[src/rtl/serial_add_pkg.sv]
// Shared constants for the bit-serial adder controller: FSM encoding and default width.
package serial_add_pkg;

  localparam int DEFAULT_WIDTH = 8;

  typedef enum logic [1:0] {
    IDLE = 2'd0,
    RUN  = 2'd1,
    DONE = 2'd2
  } state_t;

endpackage

[src/rtl/serial_add_ctrl_if.sv]
// Request/result bundle of the bit-serial adder; master drives operands, slave returns results.
interface serial_add_ctrl_if
  import serial_add_pkg::*;
#(
  parameter int WIDTH = DEFAULT_WIDTH
);

  logic             start;
  logic             abort;
  logic [WIDTH-1:0] a;
  logic [WIDTH-1:0] b;
  logic             ci;
  logic             busy;
  logic             done;
  logic [WIDTH-1:0] s;
  logic             co;

  modport master (
    output start, abort, a, b, ci,
    input  busy, done, s, co
  );

  modport slave (
    input  start, abort, a, b, ci,
    output busy, done, s, co
  );

endinterface

[src/rtl/fa_bit.sv]
// Purely combinational 1-bit full adder cell; the only arithmetic in the serial datapath.
module fa_bit (
  output logic s,
  output logic co,
  input  logic a,
  input  logic b,
  input  logic ci
);

  assign s  = a ^ b ^ ci;
  assign co = (a & b) | (ci & (a ^ b));

endmodule

[src/rtl/serial_add_ctrl.sv]
// Bit-serial adder: one bit per RUN cycle, LSB first, through a single full-adder cell.
// Results land in s/co on the RUN->DONE edge and hold until the next completion.
module serial_add_ctrl
  import serial_add_pkg::*;
#(
  parameter int WIDTH = DEFAULT_WIDTH
) (
  input logic              clk,
  input logic              rst_n,
  serial_add_ctrl_if.slave bus
);

  localparam int CNT_W = $clog2(WIDTH);

  state_t             r_state;
  state_t             w_next_state;
  logic [WIDTH-1:0]   r_op_a;
  logic [WIDTH-1:0]   r_op_b;
  logic [WIDTH-1:0]   r_res;
  logic [WIDTH-1:0]   r_s;
  logic               r_carry;
  logic               r_co;
  logic [CNT_W-1:0]   r_cnt;

  logic               w_accept;
  logic               w_step;
  logic               w_finish;
  logic               w_last;
  logic               w_busy;
  logic               w_done;
  logic               w_sum;
  logic               w_cout;
  logic [WIDTH-1:0]   w_res_next;

  fa_bit u_fa_bit (
    .s  (w_sum),
    .co (w_cout),
    .a  (r_op_a[0]),
    .b  (r_op_b[0]),
    .ci (r_carry)
  );

  assign w_last     = (r_cnt == CNT_W'(WIDTH - 1));
  assign w_res_next = {w_sum, r_res[WIDTH-1:1]};

  // State register.
  // NOTE: sequential state uses non-blocking assignments so every flop samples pre-edge values.
  always_ff @(posedge clk or negedge rst_n) begin
    if (!rst_n) r_state <= IDLE;
    else        r_state <= w_next_state;
  end

  // Next-state logic; abort outranks everything in RUN, start is ignored there.
  // NOTE: default assignment first so no path through the case leaves a latch behind.
  always_comb begin
    w_next_state = r_state;
    case (r_state)
      IDLE:    if (bus.start) w_next_state = RUN;
      RUN: begin
        if (bus.abort)   w_next_state = IDLE;
        else if (w_last) w_next_state = DONE;
      end
      DONE:    w_next_state = bus.start ? RUN : IDLE;
      default: w_next_state = IDLE;
    endcase
  end

  // State-decoded outputs and datapath controls.
  always_comb begin
    w_busy   = 1'b0;
    w_done   = 1'b0;
    w_accept = 1'b0;
    w_step   = 1'b0;
    w_finish = 1'b0;
    case (r_state)
      IDLE: w_accept = bus.start;
      RUN: begin
        w_busy   = 1'b1;
        w_step   = !bus.abort;
        w_finish = !bus.abort && w_last;
      end
      DONE: begin
        w_done   = 1'b1;
        w_accept = bus.start;
      end
      default: ;
    endcase
  end

  // Serial datapath: load on accept, shift one bit per RUN cycle, publish on the last one.
  // NOTE: every datapath register is cleared by reset so a mid-RUN reset leaves nothing stale.
  always_ff @(posedge clk or negedge rst_n) begin
    if (!rst_n) begin
      r_op_a  <= '0;
      r_op_b  <= '0;
      r_res   <= '0;
      r_carry <= 1'b0;
      r_cnt   <= '0;
      r_s     <= '0;
      r_co    <= 1'b0;
    end else if (w_accept) begin
      r_op_a  <= bus.a;
      r_op_b  <= bus.b;
      r_carry <= bus.ci;
      r_cnt   <= '0;
    end else if (w_step) begin
      r_op_a  <= r_op_a >> 1;
      r_op_b  <= r_op_b >> 1;
      r_res   <= w_res_next;
      r_carry <= w_cout;
      r_cnt   <= r_cnt + CNT_W'(1);
      if (w_finish) begin
        r_s  <= w_res_next;
        r_co <= w_cout;
      end
    end
  end

  assign bus.busy = w_busy;
  assign bus.done = w_done;
  assign bus.s    = r_s;
  assign bus.co   = r_co;

endmodule

[src/flat_wrapper.sv]
// flat-port wrapper written by rule: the top's interface ports become plain ports
module serial_add_ctrl_flat import serial_add_pkg::*;
#(
  parameter int WIDTH = DEFAULT_WIDTH
)
  (clk, rst_n, bus_start, bus_abort, bus_a, bus_b, bus_ci, bus_busy, bus_done, bus_s, bus_co);
  serial_add_ctrl_if #(.WIDTH(WIDTH)) bus_i ();
  input logic clk;
  input logic rst_n;
  input wire logic [$bits(bus_i.start)-1:0] bus_start;
  input wire logic [$bits(bus_i.abort)-1:0] bus_abort;
  input wire logic [$bits(bus_i.a)-1:0] bus_a;
  input wire logic [$bits(bus_i.b)-1:0] bus_b;
  input wire logic [$bits(bus_i.ci)-1:0] bus_ci;
  output wire logic [$bits(bus_i.busy)-1:0] bus_busy;
  output wire logic [$bits(bus_i.done)-1:0] bus_done;
  output wire logic [$bits(bus_i.s)-1:0] bus_s;
  output wire logic [$bits(bus_i.co)-1:0] bus_co;
  assign bus_i.start = bus_start;
  assign bus_i.abort = bus_abort;
  assign bus_i.a = bus_a;
  assign bus_i.b = bus_b;
  assign bus_i.ci = bus_ci;
  assign bus_busy = bus_i.busy;
  assign bus_done = bus_i.done;
  assign bus_s = bus_i.s;
  assign bus_co = bus_i.co;
  serial_add_ctrl #(.WIDTH(WIDTH)) u_core (.clk(clk), .rst_n(rst_n), .bus(bus_i));
endmodule
[config.mk]
export PLATFORM = sky130hd
export DESIGN_NAME = serial_add_ctrl_flat
export DESIGN_NICKNAME = d
export VERILOG_FILES = /design/src/rtl/serial_add_pkg.sv /design/src/rtl/serial_add_ctrl_if.sv /design/src/rtl/fa_bit.sv /design/src/rtl/serial_add_ctrl.sv /design/src/flat_wrapper.sv
export SDC_FILE = /design/constraint.sdc
export NUM_CORES = 1
export LEC_CHECK = 0
export ABC_CLOCK_PERIOD_IN_PS = 2300
export CAP_MARGIN = 20
export CELL_PAD_IN_SITES_DETAIL_PLACEMENT = 1
export CELL_PAD_IN_SITES_GLOBAL_PLACEMENT = 1
export CORE_UTILIZATION = 31
export DETAILED_ROUTE_END_ITERATION = 8
export GPL_TIMING_DRIVEN = 0
export PLACE_DENSITY = 0.63
export SLEW_MARGIN = 5
export SYNTH_ARGS = -nofsm -noshare
export SYNTH_HDL_FRONTEND = slang
export SYNTH_SLANG_ARGS = --single-unit
[constraint.sdc]
create_clock -name clk -period 2.3 [get_ports clk]
set_input_delay 0.46 -clock clk [delete_from_list [all_inputs] [get_ports clk]]
set_output_delay 0.46 -clock clk [all_outputs]
set_load 0.05 [all_outputs]
==> results.ini <==
[sta]
fmax_mhz = 462
slew-limit-headroom_pct = 42.7
skew_ns = 0.00424
worst_slew_pin_slew_ns = 0.860
grt_setup_unrepaired = false
final_hold_viol_count = 0
finalCritPeriodShare_pct = 94.0
min_period_ns = 2.16
fin_setup_tns_ns = 0
finalSetupViolCount = 0
final-max-slew-violation-count = 0
timing.final.ws_setup_ns = 0.138

[power]
switching_share_pct = 30.0
vdd_drop_max_v = 0.000468
comb_power_share_pct = 20.7
intPower_mw = 1.32
p_leak_nw = 1.01
powerDensity_mw_per_mm2 = 889
power_frac_clock_pct = 29.6
p_sw_mw = 0.563
sequentialPowerShare_pct = 49.7

[synthesis]
synthCells = 165
synth_top_area_share_pct = 58.9
synthesis.nets = 189
synth_cell_types = 19
synth_area_leaders = dfrtp_1, nand2_1, a31oi_1, mux2_2, nor2_1
synth.yosys.seq_area_share_pct = 58.9
syn-cell-area_mm2 = 0.00162
ys_ff_latch = 38
avgSynthCellArea_um2 = 9.79
yosys_warnings = 0
yosysTopAreaCell = dfrtp_1

[final_layout]
drive_gt1_share_pct = 12.3
final_area_mm2 = 0.00211
antenna_cells = 0
postLayoutCoreUtil_pct = 43.3
final_cells = 271
nets = 227
syn_to_final_growth_pct = 30.8

[place]
placed_area_mm2 = 0.00200
dp_hpwl_mm = 2.58
gp_congestion = 0.677
io_buffer_count = 31
dpl.cell_count = 263
preCtsSetupSlack_ns = 0.316

[worst_setup_path]
r2r_start = u_core.r_cnt[0]$_DFFE_PN0P_
r2r_cells = 5
cp_top_family = buffers and inverters
critPathArrivalTime_ns = 1.70
reg2reg_to = u_core.bus.s[5]$_DFFE_PN0P_
critical_path.max_stage_delay_ns = 0.82
required_ns = 1.84
crit_fanout = 5
crit_path_end_kind = primary output
critPathBufInv = 1
start_kind = flop
crit_type = reg2out
ff2ff_setup_slack_ns = 0.63
slowest_stage = clkdlybuf4s50_1
critical_path.cell_chain = nor2b_1, clkdlybuf4s50_1

[grt]
antenna_found_initial = 0
grt_overflow_total = 0
grt_use_total_pct = 15.3
grt_pass1_vias = 1263
grt_pass1_wl_mm = 6.19
grt_max_degree = 39

[drt]
ant_nets = 0
vias = 1261
routed_wirelength_mm = 3.66
drc_errors = 0
drt_first_pass_iters = 4
detail_route.wl_per_cell_um = 13.5
vias_per_cell = 4.65
drt_iter0_markers = 85

[clocking]
cts_max_level = 2
numCtsBuffers = 5
cts_resized = 0
cts-hold-fix-buffers = 0
clk-insertion-delay-late_ns = 0.29
clockBufferDepth = 2
cts_setup_buffers = 0
cts_tree = done
cts.clk_slew.worst_paths_ns = 0.07
clock_sinks = 38
root_buffer = clkbuf_8

[outcome]
outcome = complete, no violations

[floorplanning]
core_mm2 = 0.00488
ios = 32
die-area_mm2 = 0.00550
rows = 25
die_h_um = 74.2
die_width_um = 74.2
start_util_pct = 33.1

[hold_path]
hold_class = in2async

[job]
cap_violations = 0

[power groups by stage]
stage	Combinational (mW)	Clock, mW	Sequential [mW]
finish	0.390	0.555	0.933
global route	0.457	0.605	0.956
CTS	0.402	0.567	0.935
floorplan	0.243	0	0.940
detailed placement	0.401	0	0.945
global placement	0.383	0	0.938
[stage by stage]
stage                     total power, mW  hold WS [ns]
final                                1.88         0.279
after global placement               1.32         0.456
after CTS                            1.90         0.307
after global routing                 2.02         0.345
after floorplan                      1.18         0.164
after detailed placement             1.35         0.466
[flip-flops by register name, summed over array words and instances (netlist names)]
name / count
u_core.r_carry: 1
u_core.r_op_b: 8
u_core.r_state: 2
u_core.r_cnt: 3
u_core.bus.co: 1
u_core.bus.s: 8
u_core.r_op_a: 8
u_core.r_res: 7
[cells in the final DEF, fill, tap and decap left out, types with 3 or more instances in the layout]
cell             count
buf_2                7
nand2_1             57
nand3_1              5
inv_1                3
clkdlybuf4s50_1     30
o21ai_0              3
nor2_1              15
dfrtp_1             38
mux2_2               8
clkbuf_1             3
clkbuf_8             5
a31oi_1             15
[cells in the mapped netlist]
| master | instances |
|---|---|
| nand3_1 | 5 |
| dfrtp_1 | 38 |
| inv_1 | 3 |
| a31oi_1 | 15 |
| nor2b_1 | 2 |
| o21ai_0 | 3 |
| buf_6 | 1 |
| nand2_1 | 57 |
| nand4bb_1 | 1 |
| nor3b_2 | 1 |
| ha_1 | 2 |
| nand2b_1 | 1 |
| o21ai_1 | 2 |
| mux2_2 | 8 |
| fa_1 | 1 |
| clkbuf_1 | 3 |
| nor2_1 | 15 |
| or3b_1 | 1 |
| buf_2 | 6 |
[layout make-up]
cell class	count	area (µm²)
buffer	10	52.6
clock buffer	5	68.8
clock inverter	3	40.0
fill	572	2770
inverter	3	11.3
multi-input combinational	114	601
sequential	38	951
tap	67	83.8
timing repair buffer	31	305
[worst reg2reg max path, delay by kind of cell, from the launching register on]
family | cells | cell delay [ns]
flip-flops | 1 | 0.40
adder cells (fa/ha/maj) | 2 | 0.40
multiplexers | 1 | 0.37
buffers and inverters | 1 | 0.26
AND/OR/NAND/NOR | 1 | 0.12
[kinds of logic after synthesis]
kind of cell,Yosys count,share of synthesized area [%]
buffers and inverters,13,3.95
AND/OR/NAND/NOR,83,21.5
adder cells (fa/ha/maj),3,2.79
flip-flops,38,58.9
AO/OA/AOI/OAI,20,7.36
multiplexers,8,5.58
[worst max-delay path by stage]
stage	from	to	slack, ns	cells after the start
2_1_floorplan	u_core.r_state[1]$_DFFE_PN0P_	bus_done	0.74	1
3_3_place_gp	rst_n	u_core.r_op_b[5]$_DFFE_PN0P_	-0.15	1
3_5_place_dp	bus_abort	u_core.r_op_b[7]$_DFFE_PN0P_	0.32	5
4_1_cts	u_core.r_state[1]$_DFFE_PN0P_	bus_done	0.11	2
5_1_grt	u_core.r_state[1]$_DFFE_PN0P_	bus_done	0.07	2
6_report	u_core.r_state[1]$_DFFE_PN0P_	bus_done	0.14	2
[layer usage]
| metal | routed length [µm] | GRT usage, % | vias to the layer above |
|---|---|---|---|
| li1 | - | - | 615 |
| met1 | 1620 | 19.0 | 625 |
| met2 | 1880 | 25.4 | 15 |
| met3 | 102 | 4.07 | 6 |
| met4 | 54 | 5.77 | 0 |
| met5 | 0 | 0 | - |
Note: power is estimated with default switching activity, not from simulation.
